--- src/rtl/scoreboard_display.sv ---
// -----------------------------------------------------------------------------
// scoreboard_display
//
// Converts the game controller's time and score values to seven active-low
// seven-segment digits. One shift-add-3 binary-to-BCD engine is shared
// round-robin by the time, blue and red channels. Each channel takes
// 10 cycles (LOAD, 8x SHIFT, STORE), so a full frame takes 30 cycles.
// Time digits blink once the displayed time is zero.
//
// Parameters:
//   BLINK_HALF_PERIOD   clk cycles per blink half-phase (visible / blank)
//   BLANK_LEADING_ZEROS 1 = suppress leading zero digits, 0 = show all digits
//
// Ports:
//   clk, rst_n          system clock, asynchronous active-low reset
//   time_left  [7:0]    remaining seconds, 0..255
//   blue_score [6:0]    blue score, 0..127 (shown saturated at 99)
//   red_score  [6:0]    red score, 0..127 (shown saturated at 99)
//   hex_time2/1/0       time hundreds/tens/ones, active-low, bit0=a..bit6=g
//   hex_blue1/0         blue tens/ones
//   hex_red1/0          red tens/ones
//   frame_done          one-cycle pulse when the red channel is stored
// -----------------------------------------------------------------------------
module scoreboard_display #(
    parameter int unsigned BLINK_HALF_PERIOD   = 25000000,
    parameter bit          BLANK_LEADING_ZEROS = 1'b1
) (
    input  logic       clk,
    input  logic       rst_n,
    input  logic [7:0] time_left,
    input  logic [6:0] blue_score,
    input  logic [6:0] red_score,
    output logic [6:0] hex_time2,
    output logic [6:0] hex_time1,
    output logic [6:0] hex_time0,
    output logic [6:0] hex_blue1,
    output logic [6:0] hex_blue0,
    output logic [6:0] hex_red1,
    output logic [6:0] hex_red0,
    output logic       frame_done
);

    localparam int unsigned          BLINK_W    = (BLINK_HALF_PERIOD > 1) ? $clog2(BLINK_HALF_PERIOD) : 1;
    localparam logic [BLINK_W-1:0]   BLINK_LAST = BLINK_W'(BLINK_HALF_PERIOD - 1);
    localparam logic [6:0]           SEG_BLANK  = 7'h7F;
    localparam logic [7:0]           SCORE_MAX  = 8'd99;

    typedef enum logic [1:0] {ST_LOAD, ST_SHIFT, ST_STORE} state_e;
    typedef enum logic [1:0] {CH_TIME, CH_BLUE, CH_RED}    ch_e;

    // Active-low segment pattern for one decimal digit.
    function automatic logic [6:0] seg_encode(input logic [3:0] d);
        case (d)
            4'd0:    seg_encode = 7'h40;
            4'd1:    seg_encode = 7'h79;
            4'd2:    seg_encode = 7'h24;
            4'd3:    seg_encode = 7'h30;
            4'd4:    seg_encode = 7'h19;
            4'd5:    seg_encode = 7'h12;
            4'd6:    seg_encode = 7'h02;
            4'd7:    seg_encode = 7'h78;
            4'd8:    seg_encode = 7'h00;
            4'd9:    seg_encode = 7'h10;
            default: seg_encode = SEG_BLANK;
        endcase
    endfunction

    // Shift-add-3 correction: any nibble >= 5 would overflow past 9 when
    // doubled by the following shift, so bias it by 3 first.
    function automatic logic [11:0] bcd_adjust(input logic [11:0] b);
        logic [11:0] r;
        r = b;
        for (int i = 0; i < 3; i++) begin
            if (r[i*4 +: 4] >= 4'd5) begin
                r[i*4 +: 4] = r[i*4 +: 4] + 4'd3;
            end
        end
        return r;
    endfunction

    state_e               state_q, state_d;
    ch_e                  ch_q, ch_d;
    logic [7:0]           bin_q, bin_d;
    logic [11:0]          bcd_q, bcd_d;
    logic [2:0]           cnt_q, cnt_d;
    logic [6:0]           t2_q, t2_d, t1_q, t1_d, t0_q, t0_d;
    logic [6:0]           b1_q, b1_d, b0_q, b0_d;
    logic [6:0]           r1_q, r1_d, r0_q, r0_d;
    // Set when the last stored time value was zero; clear out of reset so
    // nothing blinks before the first time conversion.
    logic                 time_zero_q, time_zero_d;
    logic                 frame_done_q, frame_done_d;
    logic [BLINK_W-1:0]   blink_cnt_q, blink_cnt_d;
    logic                 blink_phase_q, blink_phase_d;

    logic [7:0]           sel;
    logic [11:0]          adj;
    logic [3:0]           dig_h, dig_t, dig_o;

    always_comb begin
        // NOTE: every combinational output gets a default first, so no path
        // through the case statements leaves a signal unassigned (no latches).
        state_d       = state_q;
        ch_d          = ch_q;
        bin_d         = bin_q;
        bcd_d         = bcd_q;
        cnt_d         = cnt_q;
        t2_d          = t2_q;
        t1_d          = t1_q;
        t0_d          = t0_q;
        b1_d          = b1_q;
        b0_d          = b0_q;
        r1_d          = r1_q;
        r0_d          = r0_q;
        time_zero_d   = time_zero_q;
        frame_done_d  = 1'b0;
        blink_cnt_d   = blink_cnt_q + 1'b1;
        blink_phase_d = blink_phase_q;
        sel           = 8'd0;
        adj           = 12'd0;
        dig_h         = bcd_q[11:8];
        dig_t         = bcd_q[7:4];
        dig_o         = bcd_q[3:0];

        if (blink_cnt_q == BLINK_LAST) begin
            blink_cnt_d   = '0;
            blink_phase_d = ~blink_phase_q;
        end

        case (state_q)
            ST_LOAD: begin
                case (ch_q)
                    CH_TIME: sel = time_left;
                    CH_BLUE: sel = {1'b0, blue_score};
                    default: sel = {1'b0, red_score};
                endcase
                // Scores only have two digits; time uses all three.
                if (ch_q != CH_TIME && sel > SCORE_MAX) begin
                    sel = SCORE_MAX;
                end
                bin_d   = sel;
                bcd_d   = 12'd0;
                cnt_d   = 3'd0;
                state_d = ST_SHIFT;
            end

            ST_SHIFT: begin
                adj            = bcd_adjust(bcd_q);
                {bcd_d, bin_d} = {adj, bin_q} << 1;
                cnt_d          = cnt_q + 3'd1;
                if (cnt_q == 3'd7) begin
                    state_d = ST_STORE;
                end
            end

            ST_STORE: begin
                state_d = ST_LOAD;
                case (ch_q)
                    CH_TIME: begin
                        t2_d = (BLANK_LEADING_ZEROS && dig_h == 4'd0) ? SEG_BLANK : seg_encode(dig_h);
                        t1_d = (BLANK_LEADING_ZEROS && dig_h == 4'd0 && dig_t == 4'd0)
                               ? SEG_BLANK : seg_encode(dig_t);
                        t0_d = seg_encode(dig_o);
                        time_zero_d = (bcd_q == 12'd0);
                        ch_d = CH_BLUE;
                    end
                    CH_BLUE: begin
                        b1_d = (BLANK_LEADING_ZEROS && dig_t == 4'd0) ? SEG_BLANK : seg_encode(dig_t);
                        b0_d = seg_encode(dig_o);
                        ch_d = CH_RED;
                    end
                    default: begin
                        r1_d = (BLANK_LEADING_ZEROS && dig_t == 4'd0) ? SEG_BLANK : seg_encode(dig_t);
                        r0_d = seg_encode(dig_o);
                        frame_done_d = 1'b1;
                        ch_d = CH_TIME;
                    end
                endcase
            end

            default: state_d = ST_LOAD;
        endcase
    end

    // NOTE: sequential state uses non-blocking assignments only, so every
    // flop samples the pre-edge value of every other flop.
    always_ff @(posedge clk or negedge rst_n) begin
        if (!rst_n) begin
            state_q       <= ST_LOAD;
            ch_q          <= CH_TIME;
            bin_q         <= 8'd0;
            bcd_q         <= 12'd0;
            cnt_q         <= 3'd0;
            t2_q          <= SEG_BLANK;
            t1_q          <= SEG_BLANK;
            t0_q          <= SEG_BLANK;
            b1_q          <= SEG_BLANK;
            b0_q          <= SEG_BLANK;
            r1_q          <= SEG_BLANK;
            r0_q          <= SEG_BLANK;
            time_zero_q   <= 1'b0;
            frame_done_q  <= 1'b0;
            blink_cnt_q   <= '0;
            blink_phase_q <= 1'b0;
        end else begin
            state_q       <= state_d;
            ch_q          <= ch_d;
            bin_q         <= bin_d;
            bcd_q         <= bcd_d;
            cnt_q         <= cnt_d;
            t2_q          <= t2_d;
            t1_q          <= t1_d;
            t0_q          <= t0_d;
            b1_q          <= b1_d;
            b0_q          <= b0_d;
            r1_q          <= r1_d;
            r0_q          <= r0_d;
            time_zero_q   <= time_zero_d;
            frame_done_q  <= frame_done_d;
            blink_cnt_q   <= blink_cnt_d;
            blink_phase_q <= blink_phase_d;
        end
    end

    // Blink masks the registered time digits; score digits never blink.
    logic time_blank;
    assign time_blank = time_zero_q & blink_phase_q;

    assign hex_time2  = time_blank ? SEG_BLANK : t2_q;
    assign hex_time1  = time_blank ? SEG_BLANK : t1_q;
    assign hex_time0  = time_blank ? SEG_BLANK : t0_q;
    assign hex_blue1  = b1_q;
    assign hex_blue0  = b0_q;
    assign hex_red1   = r1_q;
    assign hex_red0   = r0_q;
    assign frame_done = frame_done_q;

endmodule
--- config.mk ---
export PLATFORM = sky130hd
export DESIGN_NAME = scoreboard_display
export DESIGN_NICKNAME = d
export VERILOG_FILES = /design/src/rtl/scoreboard_display.sv
export SDC_FILE = /design/constraint.sdc
export NUM_CORES = 1
export LEC_CHECK = 0
export CAP_MARGIN = 15
export CORE_MARGIN = 4
export CORE_UTILIZATION = 45
export CTS_BUF_LIST = sky130_fd_sc_hd__clkbuf_16
export DETAILED_ROUTE_END_ITERATION = 7
export GPL_ROUTABILITY_DRIVEN = 0
export GPL_TIMING_DRIVEN = 1
export PLACE_DENSITY = 0.68
export SKIP_CTS_REPAIR_TIMING = 1
export SLEW_MARGIN = 20
export SYNTH_ARGS = -nofsm -noshare
export SYNTH_HDL_FRONTEND = slang
export SYNTH_SLANG_ARGS = --single-unit
--- constraint.sdc ---
create_clock -name clk -period 4.25 [get_ports clk]
set_input_delay 0.85 -clock clk [delete_from_list [all_inputs] [get_ports clk]]
set_output_delay 0.85 -clock clk [all_outputs]
set_load 0.05 [all_outputs]
; After elaboration in Yosys (flattened, before gate mapping)
; Memory sizes are Yosys's and may differ from the RTL's. A register that Yosys moved wholly into a read port is not among the register bits.
; Index checks and enable logic that the tools add are counted.
[op_classes]
n_lt_le_gt_ge = 4
muxes = 22
add_sub_neg = 5
eq_ne = 6
bitwise = 3
n_reduce_logical = 16
[op_table]
columns = cell, n
row1 = 7-bit 2-to-1 mux, 7
row2 = 8-bit case mux with 2 select lines, 2
row3 = 25-bit by 1-bit adder with 25-bit output (second input constant), 1
row4 = 25-bit == test (second input constant), 1
row5 = 25-bit 2-to-1 mux, 1
row6 = 12-bit case mux with 2 select lines, 1
row7 = 8-bit 2-to-1 mux, 2
row8 = 4-bit by 3-bit >= comparator with 1-bit output (second input constant), 3
row9 = 12-bit zero test, 1
row10 = 4-bit by 2-bit adder with 4-bit output (second input constant), 2
row11 = 8-bit by 7-bit > comparator with 1-bit output (second input constant), 1
row12 = 4-bit zero test, 2
row13 = 4-bit 2-to-1 mux, 2
row14 = 2-bit case mux with 2 select lines, 2
row15 = 3-bit case mux with 2 select lines, 1
row16 = 2-bit AND reduction, 3
row17 = 2-bit by 1-bit == test with 1-bit output (second input constant), 2
row18 = 2-bit zero test, 2
row19 = 2-bit nonzero test, 2
row20 = 3-bit by 1-bit adder with 3-bit output (second input constant), 1
row21 = 3-bit by 2-bit adder with 3-bit output (second input constant), 1
row22 = 3-bit == test (second input constant), 1
row23 = 1-bit zero test, 3
row24 = 3-bit 2-to-1 mux, 1
row25 = 8 further kinds, 11
[totals]
romBits = 784
memories = 7
reg_bits = 83
[memory_table]
columns = memory, depth, width, rd, rd_clocked_by_memory_dff, write_ports, line_no
row1 = (name not given), 16, 7, 1, 0, 0, 53  ; case (d)
row2 = (name not given), 16, 7, 1, 0, 0, 53
row3 = (name not given), 16, 7, 1, 1, 0, 53
row4 = (name not given), 16, 7, 1, 0, 0, 53
row5 = (name not given), 16, 7, 1, 1, 0, 53
row6 = (name not given), 16, 7, 1, 0, 0, 53
row7 = +1 memories, -, -, -, -, -, -

; Logic depth before layout (Yosys ltp)
[logic_depth]
ltp_word = 7
depth_mapped = 7
ltp_nobuf = 7

; Worst setup path after synthesis
; Ideal clock, no wire load.
[synth_timing]
path_kind = register to register
start = register blink_cnt_q[8]
end = register blink_cnt_q[19]
required_time_ns = 4.120
path_stages_with_launch = 6
path_slack_ns = 2.187
setup_time_ns = 0.130
period_less_slack_ns = 2.063
path_buffers = 1
arrival_ns = 1.934
cell_sequence = dfrtp_1 -> or4_1 -> or4_4 -> nor4_4 -> buf_6 -> a21oi_1
[synth_via]
elab_chain_len = 2
elab_cells_between_ends = 3
cone_classes = add/sub: 1 / eq/ne: 1 / mux: 1
[synth_rtl]
columns = item, line_no
row1 = start: declaration, 93  ; logic [BLINK_W-1:0] blink_cnt_q, blink_cnt_d;
row2 = start signal: assignment, 220  ; blink_cnt_q <= blink_cnt_d;
row3 = 25-bit by 1-bit adder with 25-bit output or 25-bit == test (tied branches), "117, 125"
row4 = 25-bit 2-to-1 mux *, 125  ; if (blink_cnt_q == BLINK_LAST) begin
row5 = named net blink_cnt_d[19], 93
; Mark *: on every way through the listed nets, which the timed path passes. The rest lies on a longest branch.
; A chain may end at the register's enable or synchronous reset.

; Worst setup path after layout
[layout_timing]
start = register blink_phase_q
end = output port hex_time0[2]
[layout_via]
elab_chain_len = 2
[layout_rtl]
columns = item, line_no
row1 = start: declaration, 94  ; logic blink_phase_q, blink_phase_d;
row2 = start signal: assignment, 221  ; blink_phase_q <= blink_phase_d;
row3 = 1-bit bitwise AND, 227  ; assign time_blank = time_zero_q & blink_phase_q;
row4 = 7-bit 2-to-1 mux, 231  ; assign hex_time0 = time_blank ? SEG_BLANK : t0_q;
row5 = end: declaration, 35  ; output logic [6:0] hex_time0,
; Every way passes these cells.

==> run metrics <==
CP startpoint=blink_phase_q; # setup viols final=0; post-synthesis net count=about 600; critical path's slowest cell=clkdlybuf4s50_1; Slew headroom=~30%; WHS Endpoint=t1_q[4]; Critical R2R Launch=bcd_q[5]; placed inst area=between 6000 and 7000 sq um; initial antenna violation count=0; global-route wire length before repair=around 19000 um; Mapped Avg Cell Area=approximately 9.5 sq um; Max VDD drop=0.452 mV; placed cells=roughly 740; Clk Latency, worst-skew pair=about 0.35 ns; asr flop ratio synth=100%; HP Class=flop to flop; FILL cells=just over 1000; total negative setup slack=0 ns; fraction of layout cells with a size suffix above 1=between 10% and 20%; PwrDens=~700 nW/um^2; top_reg_cell synth=dfrtp_1; area delta synth->final=20.4%; Post-DP HPWL=between 8000 and 9000 um; Die Y=between 100 and 150 um; worst slew pin tran=between 1 and 1.5 ns; Final Cycle Share=around 75%; Critical Path AT=between 2 and 2.5 ns; Avg Vias per Cell=roughly 5.4; drt drc=0; H-Tree Depth=3; Seq/Total Area, Yosys=about 50%; DR vias=around 4100; Core ar.=around 12000 sq um; Min Hold Slack=between 0.4 and 0.5 ns; Cell Area, Synth=about 5300 sq um; final hold violations=0; R2R Setup Slk=roughly 1.7 ns; PortBufs=73; GRT overflow=0; Yosys top cell area share=25.9%; die area=~14000 sq um; depth of the most critical reg-to-reg path=6; chain of cells forming the critical path=nand2_1, nand2b_1, clkdlybuf4s50_1; hold path start=t1_q[4]; row count=39; Detailed Routing Iterations Pass 1=5; largest net degree at the start of global routing=41; crit start category=flop; chip width=117 um; CTS tree=done; Initial Util=46.2%; post-route design area=around 6400 sq um; clock-pin slew of the registers on the worst-case setup and hold paths=about 0.070 ns; Clock Path Buffers=2; nets=653; Post-Syn Instances=559; Layout Skew=0.00592 ns; Slowest Stage Delay on Critical Path=0.84 ns; Post-synth EDFFs=0; area leader, netlist=dfrtp_1; Distinct cells, synth=approximately 50; 1st-iter DRT viols=246; Total Routed Length=about 12000 um; Critical R2R Capture=t1_q[2]; flip-flop and latch count after synthesis=104; Slew Viols, Final=0; top post-synthesis cells by count=79 x nand2_1, 66 x o21ai_0, 55 x dfrtp_1, 49 x dfstp_2, 33 x a21oi_1; hold path depth=2; WL/cell=15.4 um; RSZ-0062 raised after global routing=no; Max Cap Viol=0; Leakage=0.00276 uW; Clock Tree Root=clkbuf_16; CTS Buf Count=9; vias in the first global route=3946; status=finished clean; fmax=around 320 MHz; Routed Antenna Nets=0; Max FO, Critical Path=21; Synth area leaders=dfrtp_1 26%, dfstp_2 24%, o21ai_0 6.2%, nand2_1 5.6%, ha_1 4.2%; clk sinks=~100; WP data required=~3.4 ns; Worst setup EP type=primary output; Ports=74; count leader, synth=nand2_1; Ys Warns=0; diodes inserted=0; fin cells=759; Final Critical Period=about 3.2 ns; GRT Total Usage=approximately 18%; WS Path Type=flop to primary output
==> worst max-delay path, delay by kind of cell (launching register included) <==
family	cells	cell delay, ns
buffers and inverters	1	0.84
DFF	1	0.36
and+or+nand+nor	2	0.78
==> how the worst max path moves through the flow <==
stage                     slack (ns)  depth (start not counted)         endpoint
after global routing            0.93                          3     hex_time0[2]
after detailed placement        1.42                          3     hex_time0[2]
after global placement          1.46                          3     hex_time0[2]
after CTS                       1.02                          3     hex_time0[2]
final                           1.08                          3     hex_time0[2]
after floorplan                 2.19                          5  blink_cnt_q[19]
==> layer usage <==
layer / global-route usage [%] / vias up / wire, um
met5: 0 / - / 0
met4: 3.13 / 0 / 108
met3: 4.46 / 10 / 355
met2: 30.3 / 61 / 5830
met1: 23.7 / 2001 / 5360
li1: - / 2049 / -
==> registers in the layout, summed over array words and instances (netlist names) <==
register	flops
bcd_q	12
bin_q	8
blink_cnt_q	25
blink_phase_q	1
ch_q	2
cnt_q	3
frame_done	1
hex_blue0	7
hex_blue1	7
hex_red0	7
hex_red1	7
state_q	2
t0_q	7
t1_q	7
t2_q	7
time_zero_q	1
==> metrics by stage <==
| stage | util, % | power (uW) | worst slack (ns) |
|---|---|---|---|
| floorplan | - | 2930 | 2.19 |
| CTS | 55.6 | 4420 | 1.02 |
| finish | 55.6 | 4380 | 1.08 |
| global route | 55.6 | 4620 | 0.933 |
| global placement | 53.0 | 3560 | 1.46 |
| detailed placement | 53.0 | 3590 | 1.42 |
==> cell families after synthesis <==
| group | synth area share [%] |
|---|---|
| AOI/OAI and AO/OA | 15.5 |
| xor gates and xnor gates | 2.96 |
| adders and majority gates | 4.23 |
| buffers and inverters | 3.98 |
| DFF | 50.1 |
| muxes | 3.58 |
| and+or+nand+nor | 19.6 |
==> cell usage in the layout, fill, tap and decap left out, types with 4 or more instances in the layout <==
cell type / count
o21ai_0: 66
and3_1: 4
a211oi_1: 4
nor2_1: 26
clkdlybuf4s50_1: 72
dfrtp_1: 55
xor2_1: 11
clkbuf_16: 9
nand2_1: 79
dfstp_2: 49
mux2_2: 8
inv_1: 20
o31ai_1: 9
or4_1: 7
or3_1: 5
xnor2_1: 7
mux2i_1: 10
ha_1: 18
nand3_1: 13
nand2b_1: 27
nor3_1: 8
a21oi_1: 33
nand4_1: 8
o22ai_1: 10
nor2b_1: 12
==> area by class of cell <==
class                   count  area [sq um]  share of cell area, %
clock buffers               9           225                   3.52
clock inverters             7          73.8                   1.15
flip-flops and latches    104          2660                   41.6
well taps                 143           179                   2.79
multi-input cells         401          2440                   38.2
inverters                  20          75.1                   1.17
repair buffers             75           743                   11.6
==> report_power, final <==
group / total [uW] / internal, uW / switching, uW
Combinational: 1970 / 683 / 1290
Clock: 820 / 418 / 402
Sequential: 1590 / 1390 / 192
Total: 4380 / 2500 / 1880
Note: power is estimated with default switching activity, not from simulation.
